## config.mk

```make
export PLATFORM = sky130hd
export DESIGN_NAME = spi_ip_crc_serial
export DESIGN_NICKNAME = d
export VERILOG_FILES = /design/src/rtl/spi_ip_crc_serial_pkg.sv /design/src/rtl/spi_ip_crc_serial_chk.sv /design/src/rtl/spi_ip_crc_step.sv /design/src/rtl/spi_ip_crc_serial.sv
export SDC_FILE = /design/constraint.sdc
export NUM_CORES = 1
export LEC_CHECK = 0
export BUFFER_PORTS_ARGS = -buffer_cell sky130_fd_sc_hd__buf_2
export CAP_MARGIN = 5
export CORE_UTILIZATION = 49
export DETAILED_ROUTE_END_ITERATION = 10
export PLACE_DENSITY = 0.83
export SYNTH_ARGS = -nofsm -noshare
export SYNTH_HDL_FRONTEND = slang
export SYNTH_HIERARCHICAL = 1
export SYNTH_SLANG_ARGS = --single-unit
```

## constraint.sdc

```tcl
create_clock -name cs_clk_i -period 1.8 [get_ports cs_clk_i]
set_clock_uncertainty 0.05 [all_clocks]
set_input_delay 0 -clock cs_clk_i [delete_from_list [all_inputs] [get_ports cs_clk_i]]
set_output_delay 0 -clock cs_clk_i [all_outputs]
set_load 0.1 [all_outputs]
```

## src/rtl/spi_ip_crc_serial_pkg.sv

```systemverilog
// Shared SPI CRC package: width-select encodings, register width and the
// reset/init value used by the serial CRC generator/checker.
package spi_ip_crc_serial_pkg;

    localparam int unsigned CRC_W = 16;

    localparam logic CRC_8  = 1'b0;
    localparam logic CRC_16 = 1'b1;

    localparam logic [CRC_W-1:0] CRC_INIT = 16'h0000;

endpackage : spi_ip_crc_serial_pkg

```

## src/rtl/spi_ip_crc_serial_chk.sv

```systemverilog
// Simulation-only protocol checks for spi_ip_crc_serial. The body is only
// compiled when SPI_CRC_ASSERT_EN is defined.
`ifdef SPI_CRC_ASSERT_EN
module spi_ip_crc_serial_chk (
    input logic        clk,
    input logic        rst_n,
    input logic        crc_in,
    input logic        enable,
    input logic        init,
    input logic        size,
    input logic [15:0] poly
);

    // Width and polynomial must stay put across consecutive shifting edges.
    a_cfg_stable: assert property (@(posedge clk) disable iff (!rst_n)
        (enable && $past(enable)) |-> ($stable(size) && $stable(poly)))
        else $error("crc_chk: size/poly changed while shifting");

    // A shifted-in data bit must be a known value.
    a_din_known: assert property (@(posedge clk) disable iff (!rst_n)
        enable |-> !$isunknown(crc_in))
        else $error("crc_chk: X on data bit while enabled");

    // Control inputs must be known once out of reset.
    a_ctl_known: assert property (@(posedge clk) disable iff (!rst_n)
        !$isunknown({init, enable}))
        else $error("crc_chk: X on init/enable");

endmodule : spi_ip_crc_serial_chk
`endif

```

## src/rtl/spi_ip_crc_step.sv

```systemverilog
// One Galois-LFSR step of the programmable CRC, purely combinational so a
// parallel or byte-wise CRC can chain several instances.
module spi_ip_crc_step
    import spi_ip_crc_serial_pkg::*;
(
    input  logic [15:0] crc_i,
    input  logic        bit_i,
    input  logic [15:0] poly_i,
    input  logic        size_i,
    output logic [15:0] crc_o
);

    logic       fb16_s;
    logic       fb8_s;
    logic [7:0] low8_s;

    // Compute feedback and the next register value for the selected width.
    always_comb begin
        fb16_s = bit_i ^ crc_i[15];
        fb8_s  = bit_i ^ crc_i[7];
        low8_s = 8'h00;
        crc_o  = 16'h0000;
        if (size_i == CRC_16) begin
            crc_o = {crc_i[14:0], 1'b0} ^ (fb16_s ? poly_i : 16'h0000);
        end else begin
            // CRC-8 ignores the upper polynomial byte and forces the upper byte to zero.
            low8_s = {crc_i[6:0], 1'b0} ^ (fb8_s ? poly_i[7:0] : 8'h00);
            crc_o  = {8'h00, low8_s};
        end
    end

endmodule : spi_ip_crc_step

```

## src/rtl/spi_ip_crc_serial.sv

```systemverilog
// Bit-serial CRC-8/CRC-16 generator/checker for the SPI IP.
// Optional simulation checks: define SPI_CRC_ASSERT_EN.
module spi_ip_crc_serial
    import spi_ip_crc_serial_pkg::*;
(
    input  logic        cs_clk_i,
    input  logic        cs_rst_n_i,
    input  logic        cs_crc_in_i,
    input  logic        cs_crc_enable_i,
    input  logic        cs_crc_init_i,
    input  logic        cs_crc_size_i,
    input  logic [15:0] cs_crc_poly_i,
    output logic [15:0] cs_crc_out_o
);

    logic [15:0] crc_q;
    logic [15:0] crc_d;
    logic [15:0] step_s;

    spi_ip_crc_step u_step (
        .crc_i  (crc_q),
        .bit_i  (cs_crc_in_i),
        .poly_i (cs_crc_poly_i),
        .size_i (cs_crc_size_i),
        .crc_o  (step_s)
    );

    // Next-state selection: init beats enable, otherwise hold.
    always_comb begin
        crc_d = crc_q;
        if (cs_crc_init_i) begin
            crc_d = CRC_INIT;
        end else if (cs_crc_enable_i) begin
            crc_d = step_s;
        end else begin
            crc_d = crc_q;
        end
    end

    // CRC register with asynchronous active-low reset.
    always_ff @(posedge cs_clk_i or negedge cs_rst_n_i) begin
        if (!cs_rst_n_i) begin
            crc_q <= CRC_INIT;
        end else begin
            crc_q <= crc_d;
        end
    end

    assign cs_crc_out_o = crc_q;

`ifdef SPI_CRC_ASSERT_EN
    spi_ip_crc_serial_chk u_chk (
        .clk    (cs_clk_i),
        .rst_n  (cs_rst_n_i),
        .crc_in (cs_crc_in_i),
        .enable (cs_crc_enable_i),
        .init   (cs_crc_init_i),
        .size   (cs_crc_size_i),
        .poly   (cs_crc_poly_i)
    );
`else
`endif

endmodule : spi_ip_crc_serial

```

==> results of run 1 <==
[critical path, stage by stage, from the launching register on]
cell and delay (ns):
sky130_fd_sc_hd__dfrtp_4 0.52, sky130_fd_sc_hd__xnor2_1 0.13, sky130_fd_sc_hd__buf_4 0.18, sky130_fd_sc_hd__or3_1 0.32
sky130_fd_sc_hd__a21oi_1 0.19, sky130_fd_sc_hd__mux2i_1 0.10, sky130_fd_sc_hd__nor2_1 0.10
[per-layer routing]
metal / routed length (microns) / global-route usage, % / up-vias
li1: - / - / 465
met1: 1030 / 24.7 / 423
met2: 1110 / 34.7 / 27
met3: 96 / 5.92 / 2
met4: 17 / 1.96 / 0
met5: 0 / 0 / -
[final cells by class]
type                       count  area (sq um)  share of cell area [%]
timing repair buffer          39           203                    15.6
multi-input combinational     88           598                    46.0
tap                           27          33.8                    2.60
inverter                       9          33.8                    2.60
clock buffer                   4          26.3                    2.02
sequential                    16           405                    31.2
[path summary, 6_finish.rpt]
check	from	end	slack [ns]	cells past startpoint
worst max-delay path	cs_crc_out_o[15]	cs_crc_out_o[9]	0.15	6
worst min-delay path	cs_crc_poly_i[0]	cs_crc_out_o[0]	0.02	4
worst max register to register	cs_crc_out_o[15]	cs_crc_out_o[9]	0.15	6
worst min register to register	cs_crc_out_o[0]	cs_crc_out_o[0]	0.53	2
max in group asynchronous	cs_rst_n_i	cs_crc_out_o[15]	1.30	2
min in group asynchronous	cs_rst_n_i	cs_crc_out_o[10]	0.10	2
[through the flow]
step | hold WS (ns) | instance area, sq um | std cells | total power, mW
detailed placement | -0.115 | 1260 | 178 | 0.724
finish | 0.0230 | 1300 | 183 | 0.921
CTS | 0.0175 | 1300 | 183 | 0.924
floorplan | -0.346 | 1090 | 119 | 0.656
global placement | -0.120 | 1260 | 178 | 0.717
global route | 0.0274 | 1300 | 183 | 0.967
[Yosys cell counts (all sizes together)]
cell / instances
nand2b: 7
dfrtp: 16
xnor2: 2
nand2: 7
nor2: 16
and2: 1
mux2i: 24
xor2: 7
o21ai: 8
buf: 5
inv: 9
or3: 8
a21oi: 8
clkbuf: 1
[cells by family (layout without fill, tap and decap cells)]
family                 Yosys count  count (layout)  share of synthesized area, %
multiplexers                    24              24                          23.4
flip-flops                      16              16                          37.0
XOR/XNOR                         9               9                          7.29
AND/OR/NAND/NOR                 39              39                          17.2
AO/OA/AOI/OAI                   16              16                          7.41
buffers and inverters           15              52                          7.64
[repair_timing]
action	CTS	global route
resized for setup	0	0
hold buffers	1	0
hold endpoints to repair	16	0
[power by group]
group	total, mW	internal [mW]	switching [mW]	leakage, nW
clock	0.201	0.0861	0.115	0.0150
sequential	0.397	0.378	0.0189	0.215
combinational	0.323	0.0925	0.231	0.537
==> load_flow_metrics.sql, run 1 <==
INSERT INTO impl_metrics (metric_group, metric, value, unit) VALUES
('cells_and_area', 'fin_util', '64.3', '%'),
('synth', 'synth_cell_types', '18', ''),
('synth', 'synth.top_cells.by_area', 'sky130_fd_sc_hd__dfrtp_1 37%, sky130_fd_sc_hd__mux2i_1 21%, sky130_fd_sc_hd__xor2_1 5.7%', ''),
('cells_and_area', 'top_library_cells_by_usage_in_the_layout_fill_and_taps_aside', '37 x sky130_fd_sc_hd__buf_2, 23 x sky130_fd_sc_hd__mux2i_1, 16 x sky130_fd_sc_hd__nor2_1', ''),
('placement', 'dp_slack', '0.190', 'ns'),
('die', 'initial_util', '53.5', '%'),
('synth', 'synth.net_count', '141', ''),
('detailed_routing', 'first_pass_iters', '4', ''),
('synth', 'yosys.area.top_type_share', '37.0', '%'),
('detailed_routing', 'drcViolationCount', '0', ''),
('global_route', 'track_usage', '19.8', '%'),
('synth', 'yosysWarnings', '6', ''),
('clock_tree', 'clock_tree.htree_level_count', '1', ''),
('detailed_routing', 'routedWlPerCell', '12.3', 'microns'),
('timing', 'setup_viol_count_final', '0', ''),
('detailed_routing', 'wl', '2250', 'microns'),
('critical_path', 'worstSetupPathType', 'register to register', ''),
('critical_path', 'critical_path_arrival', '1.83', 'ns'),
('clock_tree', 'clock_tree_from_tritoncts', 'built', ''),
('cells_and_area', 'p_r_area_growth_vs_syn', '20.3', '%'),
('power', 'vdd.ir_drop.worst', '609', 'uV'),
('die', 'boundaryPins', '38', ''),
('die', 'floorplan.die_area', '2400', 'sq um'),
('detailed_routing', 'dr_total_vias', '917', ''),
('cells_and_area', 'mostFrequentLayoutCell', 'sky130_fd_sc_hd__buf_2', ''),
('synth', 'syn_avg_cell_area', '9.08', 'sq um'),
('detailed_routing', 'antenna_left', '0', ''),
('timing', 'tightestPinTransition', '0.493', 'ns'),
('clock_tree', 'cts_made_buffers', '3', ''),
('placement', 'gp_routability_congestion', '0.817', ''),
('clock_tree', 'sinks_on_the_clock_net', '16', ''),
('global_route', 'grt_overflow', '0', ''),
('detailed_routing', 'detail_route.vias_per_cell', '5.01', ''),
('timing', 'rsz_0062_raised_after_global_routing', 'false', ''),
('timing', 'timing.setup.tns', '0', 'ns'),
('timing', 'timing.final.max_slew_violations', '0', ''),
('global_route', 'grt_antenna_before_repair', '0', ''),
('timing', 'period_share', '91.9', '%'),
('clock_tree', 'clk_transition_reported_paths', '0.10', 'ns'),
('power', 'power_density', '708', 'nW/um^2'),
('critical_path', 'cp-end-kind', 'register', ''),
('placement', 'placement.io_buffers', '37', ''),
('synth', 'synth_cells', '119', ''),
('clock_tree', 'clock_tree.buffer_depth', '2', ''),
('synth', 'netlist.top_cell.by_area', 'sky130_fd_sc_hd__dfrtp_1', ''),
('detailed_routing', 'detail_route.iter0.violations', '15', ''),
('clock_tree', 'cts_setup_buffers', '0', ''),
('global_route', 'grt_pass1_wl', '3730', 'microns'),
('die', 'die_span_x', '49.0', 'microns'),
('die', 'rows', '16', ''),
('cells_and_area', 'fraction_of_final_layout_cells_with_drive_strength_greater_than_1', '28.2', '%'),
('critical_path', 'crit_path_start_kind', 'register', ''),
('global_route', 'grt_pass1_vias', '880', ''),
('clock_tree', 'clk_latency', '0.28', 'ns'),
('cells_and_area', 'antenna_cells_inserted', '0', ''),
('timing', 'postLayoutSetupSlackWorst', '0.147', 'ns'),
('synth', 'synthesis.area', '1080', 'sq um'),
('die', 'die_y', '49.0', 'microns'),
('critical_path', 'critical_path_required_time', '1.97', 'ns'),
('clock_tree', 'cts_root_buffer', 'sky130_fd_sc_hd__clkbuf_4', ''),
('cells_and_area', 'largest_register_ff_count', '16', ''),
('outcome', 'outcome', 'complete, no violations', ''),
('placement', 'detailed_placer_s_ending_hpwl', '1690', 'microns'),
('synth', 'synth.yosys.seq_area_share', '37.0', '%'),
('hold_path', 'timing.hold.worst.class', 'primary input to register', ''),
('power', 'p_leak', '0.767', 'nW'),
('cells_and_area', 'final_nets', '179', ''),
('timing', 'final_hold_vio_count', '0', ''),
('die', 'core_area', '2020', 'sq um'),
('global_route', 'grt_start_max_net_pins', '17', ''),
('flow_run', 'cap_viol_max_count', '0', ''),
('timing', 'final_critical_path_time_including_i_o_delays_and_setup', '1.65', 'ns'),
('synth', 'synth.ff_latch_count', '16', ''),
('timing', 'clock.fmax', '0.605', 'GHz'),
('timing', 'slew-limit-headroom', '67.3', '%'),
('critical_path', 'cp_max_fo', '16', ''),
('cells_and_area', 'fillCellCount', '178', '');
(Power assumes the default switching activity.)
==> inputs of run 2 (changes only) <==
--- a/config.mk
+++ b/config.mk
@@ -10,6 +10,7 @@
 export CORE_UTILIZATION = 49
 export DETAILED_ROUTE_END_ITERATION = 10
 export PLACE_DENSITY = 0.83
+export RECOVER_POWER = 100
 export SYNTH_ARGS = -nofsm -noshare
 export SYNTH_HDL_FRONTEND = slang
 export SYNTH_HIERARCHICAL = 1
==> load_flow_metrics.sql, run 2 (synthesis results as in run 1) <==
INSERT INTO impl_metrics (metric_group, metric, value, unit) VALUES
('die', 'floorplan.die_area', '2400', 'sq um'),
('timing', 'slew-limit-headroom', '40.9', '%'),
('clock_tree', 'clock_tree.htree_level_count', '1', ''),
('cells_and_area', 'top_library_cells_by_usage_in_the_layout_fill_and_taps_aside', '23 x sky130_fd_sc_hd__mux2i_1, 20 x sky130_fd_sc_hd__buf_2, 16 x sky130_fd_sc_hd__nor2_1, 16 x sky130_fd_sc_hd__clkbuf_2, 14 x sky130_fd_sc_hd__dfrtp_1', ''),
('detailed_routing', 'first_pass_iters', '4', ''),
('die', 'rows', '16', ''),
('placement', 'detailed_placer_s_ending_hpwl', '1690', 'microns'),
('clock_tree', 'cts_root_buffer', 'sky130_fd_sc_hd__clkbuf_4', ''),
('detailed_routing', 'dr_total_vias', '919', ''),
('cells_and_area', 'p_r_area_growth_vs_syn', '20.1', '%'),
('clock_tree', 'sinks_on_the_clock_net', '16', ''),
('clock_tree', 'clk_latency', '0.28', 'ns'),
('clock_tree', 'clock_tree_from_tritoncts', 'built', ''),
('detailed_routing', 'drcViolationCount', '0', ''),
('placement', 'placedCellCount', '178', ''),
('hold_path', 'timing.hold.worst.class', 'primary input to register', ''),
('die', 'initial_util', '53.5', '%'),
('placement', 'postPlaceCellArea', '1260', 'sq um'),
('cells_and_area', 'fraction_of_final_layout_cells_with_drive_strength_greater_than_1', '27.6', '%'),
('timing', 'timing.hold.ws', '0.0257', 'ns'),
('global_route', 'grt_use_met3', '5.92', '%'),
('critical_path', 'cp-end-kind', 'register', ''),
('critical_path', 'critical_path.startpoint', 'cs_crc_out_o[15]', ''),
('cells_and_area', 'mostFrequentLayoutCell', 'sky130_fd_sc_hd__mux2i_1', ''),
('critical_path', 'worst_path_max_delay_cell', 'sky130_fd_sc_hd__dfrtp_4', ''),
('timing', 'tightestPinTransition', '0.887', 'ns'),
('timing', 'clock.fmax', '0.613', 'GHz'),
('placement', 'placement.io_buffers', '37', ''),
('critical_path', 'worst_r2r_setup_slack', '0.17', 'ns'),
('outcome', 'outcome', 'complete, no violations', ''),
('cells_and_area', 'fillCellCount', '179', ''),
('critical_path', 'cp_max_fo', '8', ''),
('critical_path', 'worstPathCellList', 'mux2i_4 > mux2i_1 > xor2_1 > mux2i_1 > nor2_1', ''),
('power', 'power_density', '707', 'nW/um^2'),
('timing', 'timing.final.max_slew_violations', '0', ''),
('global_route', 'grt_antenna_before_repair', '0', ''),
('timing', 'period_share', '90.6', '%'),
('critical_path', 'reg2reg_depth', '5', ''),
('timing', 'final_hold_vio_count', '0', ''),
('global_route', 'met2_usage', '34.7', '%'),
('cells_and_area', 'antenna_cells_inserted', '0', ''),
('clock_tree', 'clk_transition_reported_paths', '0.09', 'ns'),
('detailed_routing', 'detail_route.iter0.violations', '11', ''),
('global_route', 'grt_start_max_net_pins', '17', ''),
('cells_and_area', 'final_nets', '179', ''),
('critical_path', 'crit_path_start_kind', 'register', ''),
('die', 'core_area', '2020', 'sq um'),
('critical_path', 'critical_path_required_time', '1.97', 'ns'),
('critical_path', 'critical_path_arrival', '1.80', 'ns'),
('timing', 'timing.setup.tns', '0', 'ns'),
('power', 'design_power_total', '918', 'uW'),
('global_route', 'track_usage', '19.8', '%'),
('clock_tree', 'cts-resized-gates', '0', ''),
('power', 'vdd.ir_drop.worst', '605', 'uV'),
('global_route', 'grt_pass1_wl', '3730', 'microns'),
('global_route', 'grt_overflow', '0', ''),
('detailed_routing', 'wl', '2250', 'microns'),
('cells_and_area', 'post-route-cell-area', '1300', 'sq um'),
('global_route', 'gr_peak_layer', 'met2', ''),
('detailed_routing', 'routedWlPerCell', '12.3', 'microns'),
('placement', 'gp_routability_congestion', '0.817', ''),
('cells_and_area', 'final_cell_count_no_fill', '183', ''),
('die', 'die_span_x', '49.0', 'microns'),
('clock_tree', 'cts_made_buffers', '3', ''),
('global_route', 'met1_usage', '24.7', '%'),
('timing', 'rsz_0062_raised_after_global_routing', 'false', ''),
('clock_tree', 'clock_tree.buffer_depth', '2', ''),
('critical_path', 'critical_path.endpoint', 'cs_crc_out_o[5]', ''),
('critical_path', 'critical_path.reg2reg.startpoint', 'cs_crc_out_o[15]', ''),
('critical_path', 'capture_point_of_the_worst_reg_to_reg_path', 'cs_crc_out_o[5]', ''),
('die', 'boundaryPins', '38', ''),
('global_route', 'grt_pass1_vias', '880', ''),
('critical_path', 'max_stage_delay', '0.52', 'ns'),
('timing', 'setup_viol_count_final', '0', ''),
('power', 'p_leak', '0.751', 'nW'),
('detailed_routing', 'detail_route.vias_per_cell', '5.02', ''),
('cells_and_area', 'largest_register_ff_count', '16', ''),
('critical_path', 'worstSetupPathType', 'register to register', ''),
('timing', 'final_critical_path_time_including_i_o_delays_and_setup', '1.63', 'ns'),
('timing', 'postLayoutSetupSlackWorst', '0.170', 'ns'),
('placement', 'dp_slack', '0.190', 'ns'),
('detailed_routing', 'antenna_left', '0', ''),
('critical_path', 'cpMostUsedCell', 'sky130_fd_sc_hd__mux2i_1', ''),
('flow_run', 'cap_viol_max_count', '0', ''),
('die', 'die_y', '49.0', 'microns'),
('cells_and_area', 'fin_util', '64.2', '%');
[run 2: how the worst min path moves through the flow]
| stage | start | endpoint | slack, ns | cells after the start |
|---|---|---|---|---|
| after floorplan | cs_rst_n_i | cs_crc_out_o[0] | -0.35 | 0 |
| after global placement | cs_rst_n_i | cs_crc_out_o[9] | -0.12 | 1 |
| after detailed placement | cs_rst_n_i | cs_crc_out_o[10] | -0.12 | 1 |
| after CTS | cs_crc_init_i | cs_crc_out_o[5] | 0.02 | 2 |
| after global routing | cs_crc_init_i | cs_crc_out_o[14] | 0.03 | 2 |
| final | cs_crc_init_i | cs_crc_out_o[3] | 0.03 | 2 |
[run 2: routing by layer]
layer	vias up	share of wire (%)
met5	-	0
li1	463	-
met3	2	4.9
met1	422	45
met4	0	0.75
met2	32	50
[run 2: cell type report]
| class | count | area (sq um) | share of cell area [%] |
|---|---|---|---|
| clock buffers | 4 | 26.3 | 2.02 |
| inverters | 9 | 33.8 | 2.60 |
| multi-input cells | 88 | 598 | 46.0 |
| flip-flops and latches | 16 | 405 | 31.2 |
| well taps | 27 | 33.8 | 2.60 |
| repair buffers | 39 | 201 | 15.5 |
[run 2: report_power, final]
group / switching [mW] / internal (mW)
clock: 0.113 / 0.0860
combinational: 0.230 / 0.0912
sequential: 0.0197 / 0.378
[run 2: timing repair]
item / in CTS / in global routing
buffers inserted: 0 / 0
hold buffers: 1 / 0
hold endpoints to repair: 16 / 0
[run 2: critical path, delay by kind of cell, from the launching register on]
family | cells | cell delay (ns)
muxes | 3 | 0.71
xor gates and xnor gates | 1 | 0.20
DFF | 1 | 0.52
and+or+nand+nor | 1 | 0.10
